<file path="src/rtl/playback_controller.sv">
// Playback sequencer between the sample FIFO and the stereo DACs: prefill gating,
// one FIFO read per sample tick, muting, underrun detection and UART flow control.
module playback_controller #(
  parameter int unsigned          DATA_BITS  = 16,
  parameter int unsigned          FILL_BITS  = 13,
  parameter int unsigned          PREFILL    = 4096,
  parameter int unsigned          HIGH_MARK  = 6144,
  parameter int unsigned          LOW_MARK   = 2048,
  parameter logic [DATA_BITS-1:0] MUTE_VALUE = 16'h8080
) (
  input  logic                 clk,
  input  logic                 reset_n,
  input  logic                 enable,
  input  logic                 tick,
  input  logic                 fifo_empty,
  input  logic                 fifo_full,
  input  logic [FILL_BITS-1:0] fifo_fill,
  input  logic [DATA_BITS-1:0] fifo_rd_data,
  output logic                 fifo_rd_en,
  output logic [DATA_BITS-1:0] sample_out,
  output logic                 sample_valid,
  output logic                 dac_reset,
  output logic                 playing,
  output logic                 clear_to_send,
  output logic                 underrun,
  output logic [7:0]           underrun_count
);

  typedef enum logic {
    ST_IDLE = 1'b0,
    ST_PLAY = 1'b1
  } state_t;

  localparam int unsigned     EFF_W     = FILL_BITS + 1;
  localparam logic [EFF_W-1:0] FULL_FILL = {1'b1, {FILL_BITS{1'b0}}};
  localparam logic [EFF_W-1:0] PREFILL_L = EFF_W'(PREFILL);
  localparam logic [EFF_W-1:0] HIGH_L    = EFF_W'(HIGH_MARK);
  localparam logic [EFF_W-1:0] LOW_L     = EFF_W'(LOW_MARK);

  function automatic logic [7:0] sat_inc8(input logic [7:0] v);
    sat_inc8 = (v == 8'hFF) ? v : v + 8'd1;
  endfunction

  state_t               state_q, state_d;
  logic                 rd_en_q, rd_en_d;
  logic                 pend_q, pend_d;
  logic [DATA_BITS-1:0] sample_q, sample_d;
  logic                 valid_q, valid_d;
  logic                 underrun_q, underrun_d;
  logic [7:0]           ucount_q, ucount_d;
  logic                 cts_q, cts_d;
  logic [EFF_W-1:0]     eff_fill;

  // fifo_fill wraps to zero when the FIFO is full, so restore the true count.
  assign eff_fill = fifo_full ? FULL_FILL : {1'b0, fifo_fill};

  always_comb begin
    state_d    = state_q;
    rd_en_d    = 1'b0;
    pend_d     = pend_q;
    sample_d   = sample_q;
    valid_d    = 1'b0;
    underrun_d = 1'b0;
    ucount_d   = ucount_q;

    case (state_q)
      ST_IDLE: begin
        sample_d = MUTE_VALUE;
        pend_d   = 1'b0;
        if (enable && (eff_fill >= PREFILL_L)) begin
          state_d = ST_PLAY;
        end
      end
      ST_PLAY: begin
        if (!enable) begin
          // An in-flight read still retires here, but its data is discarded.
          state_d  = ST_IDLE;
          sample_d = MUTE_VALUE;
          pend_d   = 1'b0;
        end else if (pend_q) begin
          sample_d = fifo_rd_data;
          valid_d  = 1'b1;
          pend_d   = 1'b0;
        end else if (tick) begin
          if (fifo_empty) begin
            underrun_d = 1'b1;
            ucount_d   = sat_inc8(ucount_q);
            state_d    = ST_IDLE;
            sample_d   = MUTE_VALUE;
          end else begin
            rd_en_d = 1'b1;
            pend_d  = 1'b1;
          end
        end
      end
      default: begin
        state_d  = ST_IDLE;
        sample_d = MUTE_VALUE;
        pend_d   = 1'b0;
      end
    endcase
  end

  // Hysteresis between the two marks keeps the sender from toggling on every word.
  always_comb begin
    cts_d = cts_q;
    if (eff_fill >= HIGH_L) begin
      cts_d = 1'b0;
    end else if (eff_fill <= LOW_L) begin
      cts_d = 1'b1;
    end
  end

  always_ff @(posedge clk or negedge reset_n) begin
    if (!reset_n) begin
      state_q    <= ST_IDLE;
      rd_en_q    <= 1'b0;
      pend_q     <= 1'b0;
      sample_q   <= MUTE_VALUE;
      valid_q    <= 1'b0;
      underrun_q <= 1'b0;
      ucount_q   <= 8'd0;
      cts_q      <= 1'b1;
    end else begin
      state_q    <= state_d;
      rd_en_q    <= rd_en_d;
      pend_q     <= pend_d;
      sample_q   <= sample_d;
      valid_q    <= valid_d;
      underrun_q <= underrun_d;
      ucount_q   <= ucount_d;
      cts_q      <= cts_d;
    end
  end

  assign fifo_rd_en     = rd_en_q;
  assign sample_out     = sample_q;
  assign sample_valid   = valid_q;
  assign playing        = (state_q == ST_PLAY);
  assign dac_reset      = (state_q != ST_PLAY);
  assign clear_to_send  = cts_q;
  assign underrun       = underrun_q;
  assign underrun_count = ucount_q;

endmodule

</file>
<file path="config.mk">
export PLATFORM = sky130hd
export DESIGN_NAME = playback_controller
export DESIGN_NICKNAME = d
export VERILOG_FILES = /design/src/rtl/playback_controller.sv
export SDC_FILE = /design/constraint.sdc
export NUM_CORES = 1
export LEC_CHECK = 0
export ABC_AREA = 1
export CORE_MARGIN = 2
export CORE_UTILIZATION = 33
export CTS_CLUSTER_SIZE = 40
export DETAILED_ROUTE_END_ITERATION = 8
export MAX_ROUTING_LAYER = met4
export PLACE_DENSITY = 0.78
export SYNTH_ARGS = -nofsm -noshare
export SYNTH_HDL_FRONTEND = slang
export SYNTH_SLANG_ARGS = --single-unit
</file>
<file path="constraint.sdc">
create_clock -name clk -period 1.6 [get_ports clk]
set_clock_uncertainty 0.05 [all_clocks]
set_input_delay 0.48 -clock clk [delete_from_list [all_inputs] [get_ports clk]]
set_output_delay 0.48 -clock clk [all_outputs]
set_load 0.05 [all_outputs]
</file>
# == Word level (Yosys, flattened, before mapping) ==
# Index checks and enable logic that the tools add are counted.
# classes
magnitude_cmp,3
reduce_logical,4
n_eq_ne,3
addsub,1
n_bitwise,3
muxes,27
# ops
cell,count
2-to-1 mux 16 bit,4
one-hot mux 16 bit (2 select lines),1
">= comparator 14 x 13 -> 1 bit, second input constant",2
2-to-1 mux 1 bit,19
"<= comparator 14 x 12 -> 1 bit, second input constant",1
2-to-1 mux 14 bit,1
"adder 8 x 1 -> 8 bit, second input constant",1
"== test 8 bit, second input constant",1
"inequality test 4 x 3 -> 1 bit, second input constant",2
AND reduction 6 bit,1
one-hot mux 1 bit (2 select lines),2
inverter 1 bit,3
AND reduction 2 bit,1
nonzero test 2 bit,1
logical AND 1 bit,1
# word_totals
in_bits,35
word_cells,49
ff_bits,30

# == Longest topological paths before layout ==
# Gate-level depths: netlist of the first run.
# logic_depth
ltp_word,5
depth_mapped,7

# == Least setup slack after synthesis of the first run ==
# Ideal clock, no wire load.
# synth_timing
path_kind,reg2reg
startpoint,"register state_q, in the netlist playing"
endpoint,"register ucount_q[2], in the netlist underrun_count[2]"
required_ns,1.432
slack_ns,-0.057
t_arrival_ns,1.488
stages_incl_launch_ff,8
cell_sequence,dfrtp_1 > inv_2 > nor2_2 > nand3_2 > inv_1 > nand2_2 > nand2_1 > nand2_1
# synth_between
elab_chain_cells,1
# synth_rtl
element,line_no,rtl
"start, declared",44,"state_t state_q, state_d;"
"start signal, assigned",125,state_q <= state_d;
AND reduction 6 bit (no source line),n/a,
"end signal, assigned",131,ucount_q <= ucount_d;
"end, declared",50,"logic [7:0] ucount_q, ucount_d;"
# Every way passes these cells.
# A chain may end at the register's enable or synchronous reset.

==> results of run 1 <==
-- sequential cells by signal, summed over array words and instances (netlist names) --
register,flops
clear_to_send,1
pend_q,1
playing,1
sample_out,16
sample_valid,1
underrun,1
underrun_count,8
-- per-stage QoR --
| step | utilization | setup WS, ns | cell area [sq um] |
|---|---|---|---|
| 2_1_floorplan | - | 0.1496 | 1374 |
| 3_3_place_gp | 0.6046 | -0.1434 | 2419 |
| 3_5_place_dp | 0.6046 | -0.1861 | 2419 |
| 4_1_cts | 0.6253 | 0.07735 | 2501 |
| 5_1_grt | 0.6253 | 0.02737 | 2501 |
| 6_report | 0.6253 | 0.09292 | 2501 |
-- Yosys cell counts (2+ instances only) --
master    n  area [sq um]
dfrtp_1  26         650.6
dfstp_2   3         78.83
inv_1    13         48.80
inv_2     2         7.510
nand2_1  86         322.8
nand2_2   3         18.77
nand3_1   3         15.01
nand3_2   2         20.02
nor2_1   17         63.81
nor2_2    2         12.51
nor3_1    2         10.01
o21ai_0   2         10.01
xnor2_1   2         17.52
-- worst min path at each step --
| stage | startpoint | endpoint | slack (ns) | cells after the start |
|---|---|---|---|---|
| 2_1_floorplan | reset_n | pend_q$_DFF_PN0_ | 0.13 | 0 |
| 3_3_place_gp | sample_out[15]$_DFFE_PN1P_ | sample_out[15]$_DFFE_PN1P_ | 0.46 | 2 |
| 3_5_place_dp | sample_out[15]$_DFFE_PN1P_ | sample_out[15]$_DFFE_PN1P_ | 0.46 | 2 |
| 4_1_cts | sample_out[15]$_DFFE_PN1P_ | sample_out[15]$_DFFE_PN1P_ | 0.47 | 2 |
| 5_1_grt | sample_out[15]$_DFFE_PN1P_ | sample_out[15]$_DFFE_PN1P_ | 0.50 | 2 |
| 6_report | sample_out[15]$_DFFE_PN1P_ | sample_out[15]$_DFFE_PN1P_ | 0.47 | 2 |
-- power by group through the flow --
stage / Sequential (W) / Clock (W) / Combinational (W)
floorplan: 0.000979 / 0 / 0.000110
global placement: 0.000869 / 0 / 0.000544
detailed placement: 0.000872 / 0 / 0.000551
CTS: 0.000859 / 0.000575 / 0.000552
global route: 0.000865 / 0.000607 / 0.000593
finish: 0.000858 / 0.000545 / 0.000546
-- routing by layer --
metal | vias up | share of wire | track usage
met4 | 0 | 0.0038 | 0.04500
met1 | 588 | 0.40 | 0.1874
met2 | 26 | 0.56 | 0.2837
li1 | 674 | - | -
met3 | 2 | 0.036 | 0.03454
met5 | - | 0 | -
-- cell type report --
class | count | area share
Clock buffer | 6 | 0.02901
Multi-Input combinational cell | 127 | 0.2261
Sequential cell | 29 | 0.2931
Tap cell | 50 | 0.02501
Inverter | 15 | 0.02251
Clock inverter | 2 | 0.004002
Timing Repair Buffer | 72 | 0.4002
-- cells by family after synthesis --
kind of cell	synth area share
buf+inv	0.05480
flops	0.5324
compound gates	0.01644
fa+ha+maj	0.009131
xor+xnor	0.01918
simple gates	0.3680
==> metrics, run 1 <==
die area 0.004683 sq mm; Worst setup startpoint pend_q$_DFF_PN0_; GRT Total Usage 0.1625; CP endpoint kind output pin; Post-CTS Setup Bufs 0; commonest non-fill, non-tap cell in the layout nand2_1; crit path to fifo_rd_en; syn_area_per_cell 7.919 sq um; register area 733.2 sq um; Post-Synthesis Cell Area 0.001370 sq mm; Seq/Total Area, Yosys 0.5324; crit-path cells buf_12; DRC viols 0; Worst Hold Class reg2reg; startpoint types register; Logic pwr share 0.280; Top Family by Delay on Critical Path flip-flops; Num CTS Buffers 5; Non-Filler Instances 301; R2R Setup Slk 0.23 ns; total stage count of the critical path 1; Power, Total 0.001949 W; slew margin rel. 0.7859; dpl hpwl 2.665 mm; CTS Buffer Depth 2; IO Count 65; slowest library cell on the worst path dfrtp_1; Clock Latency Late Sink 0.26 ns; DRT Wirelength 3.199 mm; critical setup path kind reg2out; synthesized flop and latch total 29; asr flop ratio synth 1.000; required time of the worst setup path 1.07 ns; FMAX 663.5 MHz; layout cell share with drive strength beyond 1 0.2470; row count 23; Root Buffer clkbuf_8; GP Congestion 0.7727; most frequent cells in the layout nand2_1, clkdlybuf4s50_1, buf_12; status completed; R2R cell count 7; critical path data arrival time 0.98 ns; Net count, final 286; synth unique cells 23; Leak 1.212 nW; Placeable Area 0.004000 sq mm; EDFF count, synth 0; Worst VDD drop 0.5012 mV; Post-Place Cells 293; setup TNS 0 ns; filler instances 334; Crit path largest cell delay 0.53 ns; vias in the first global route 1266; Final Hold Vio Count 0; worst r2r src underrun_count[1]$_DFFE_PN0P_; GRT Residual Overflow 0; Slew @ Worst Pin 0.3212 ns; initial antenna violation count 0; die width 68.44 microns; Area Overhead vs Synth 82.56%; router iterations before antenna repair 4; CTS H-tree depth 2; CTS resizes 0; pwr/cell area 779.2 mW/mm^2; Post-CTS Hold Fix Bufs 0; Tmin final 1.507 ns; commonest register cell after synthesis dfrtp_1; Int Pwr 0.001366 W; first-pass GRT wire length 5.499 mm; critical path peak fanout 5; Reg2Reg Capture Point underrun_count[1]$_DFFE_PN0P_; drt wl/cell 10.63 microns; Initial Util 0.3425; CTS tree yes; Ant. Diodes 0; Worst-path clk slew 0.06 ns; total vias in the final route 1290; TritonCTS sink count 29; # port buffers 64; final cycle utilization of the critical path 0.9419; largest net degree at the start of global routing 19; Net Sw Power 0.0005829 W; multi-input logic area 565.5 sq um; Buf/Inv on CP 1; RSZ-0062 raised after global routing no; Hold Worst Slack 0.4703 ns; setup violators final 0; Flop pwr share 0.440; Final ANT Viol Nets 0; Mapped Cells 173; Yosys warning total 0; Clock power frac 0.279; vias per inst 4.286; syn nets 209; initial drt markers 90; Net Sw Frac 0.2991; chip height 68.44 microns; Slew Limit Fails 0; max-cap check violation count 0
No activity file was read; power rests on OpenSTA's default activity.
==> run 2: changes to the inputs <==
DONT_BUFFER_PORTS = 1   (was not set)
PLACE_DENSITY = 0.58   (was 0.78)
clock period = 1.5 ns   (was 1.6 ns; I/O delays follow)
==> run 2 against run 1 <==
Compared with the run above:
- highest routed layer unchanged
- first-iteration DRC count down 28%
- critical path depth fell by 1
- non-clock buffer count shrank 58
==> metrics, run 2 (synthesis results as in run 1) <==
design area 0.001628 sq mm; initial antenna violation count 0; Final ANT Viol Nets 0; status completed; most frequent cells in the layout nand2_1, dfrtp_1, nor2_1; critical path data arrival time 0.97 ns; critical setup path kind reg2out; setup TNS 0 ns; Final Hold Vio Count 0; filler instances 415; Slew @ Worst Pin 0.4949 ns; multi-input logic area 565.5 sq um; Ant. Diodes 0; final cycle utilization of the critical path 0.9817; RSZ-0062 raised after global routing yes; TritonCTS sink count 29; CP endpoint kind output pin; setup violators final 0; CTS tree yes; Num CTS Buffers 5; GRT Residual Overflow 0; Slew Limit Fails 0; # port buffers 0; Worst-path clk slew 0.06 ns; die area 0.004683 sq mm; drt wl/cell 10.93 microns; Root Buffer clkbuf_8; Worst VDD drop 0.4524 mV; largest net degree at the start of global routing 30; Clock Latency Late Sink 0.27 ns; Power, Total 0.001858 W; dpl hpwl 2.037 mm; pwr/cell area 1141 mW/mm^2; row count 23; Initial Util 0.3425; router iterations before antenna repair 4; Worst Hold Class in2reg; Area Overhead vs Synth 18.81%; CTS Buffer Depth 2; chip height 68.44 microns; GP Congestion 0.7903; initial drt markers 65; Placed Area 0.001508 sq mm; DRC viols 0; startpoint types register; Placeable Area 0.004000 sq mm; max reg flops 16; Net count, final 228; commonest non-fill, non-tap cell in the layout nand2_1; GRT Total Usage 0.1299; die width 68.44 microns; layout cell share with drive strength beyond 1 0.2073; DRT Wirelength 2.656 mm; IO Count 65; Hold Worst Slack 0.1869 ns; max-cap check violation count 0; first-pass GRT wire length 4.188 mm; Post-Place Cells 233; vias per inst 4.379; total vias in the final route 1064; CTS H-tree depth 2; FMAX 679.1 MHz; critical path peak fanout 2; register area 737.0 sq um; Non-Filler Instances 243; Leak 0.8590 nW; slew margin rel. 0.6701; Tmin final 1.473 ns; required time of the worst setup path 1.00 ns; vias in the first global route 918
run 2: final cells by class:
cell class	instances	share of cell area
clock buffer	6	0.04458
tap	50	0.03843
multi-input combinational	127	0.3474
clock inverter	2	0.006149
sequential	29	0.4527
timing repair buffer	14	0.07610
inverter	15	0.03459
run 2: what timing repair did:
action,4_1_cts,5_1_grt
hold buffers,2,0
setup buffers,0,0
endpoints found under the hold margin,29,0
gates resized for setup,1,3
endpoints found under the setup margin,1,5
run 2: through the flow:
| step | util | worst slack (ns) |
|---|---|---|
| 6_report | 0.4069 | 0.02745 |
| 5_1_grt | 0.4069 | -0.004280 |
| 4_1_cts | 0.4054 | 0.01178 |
| 3_5_place_dp | 0.3769 | 0.1776 |
| 3_3_place_gp | 0.3769 | 0.2005 |
| 2_1_floorplan | - | 0.04959 |
run 2: path summary, 6_finish.rpt:
kind | start | end | slack, ns | depth (start not counted)
setup / recovery | sample_out[7]$_DFFE_PN1P_ | sample_out[7] | 0.03 | 0
hold / removal | fifo_empty | pend_q$_DFF_PN0_ | 0.19 | 1
setup reg to reg | underrun_count[0]$_DFFE_PN0P_ | underrun_count[0]$_DFFE_PN0P_ | 0.23 | 7
hold reg to reg | underrun_count[7]$_DFFE_PN0P_ | underrun_count[7]$_DFFE_PN0P_ | 0.51 | 2
max in group asynchronous | reset_n | clear_to_send$_DFFE_PN1P_ | 0.60 | 2
min in group asynchronous | reset_n | pend_q$_DFF_PN0_ | 0.57 | 2
run 2: per-layer routing:
metal	vias to the layer above	part of all wire	global-route usage	wire, microns
met5	-	0	-	0
met4	0	0.017	0.06000	44
met3	6	0.085	0.05921	225
met2	35	0.46	0.1875	1217
met1	462	0.44	0.1536	1168
li1	561	-	-	-
run 2: power by group:
part / total, W / switching, W / leakage [nW] / internal, W
Combinational: 0.000379 / 0.000264 / 0.434 / 0.000115
Clock: 0.000584 / 0.000265 / 0.0450 / 0.000320
Sequential: 0.000894 / 0.0000607 / 0.380 / 0.000833
Total: 0.00186 / 0.000590 / 0.859 / 0.00127
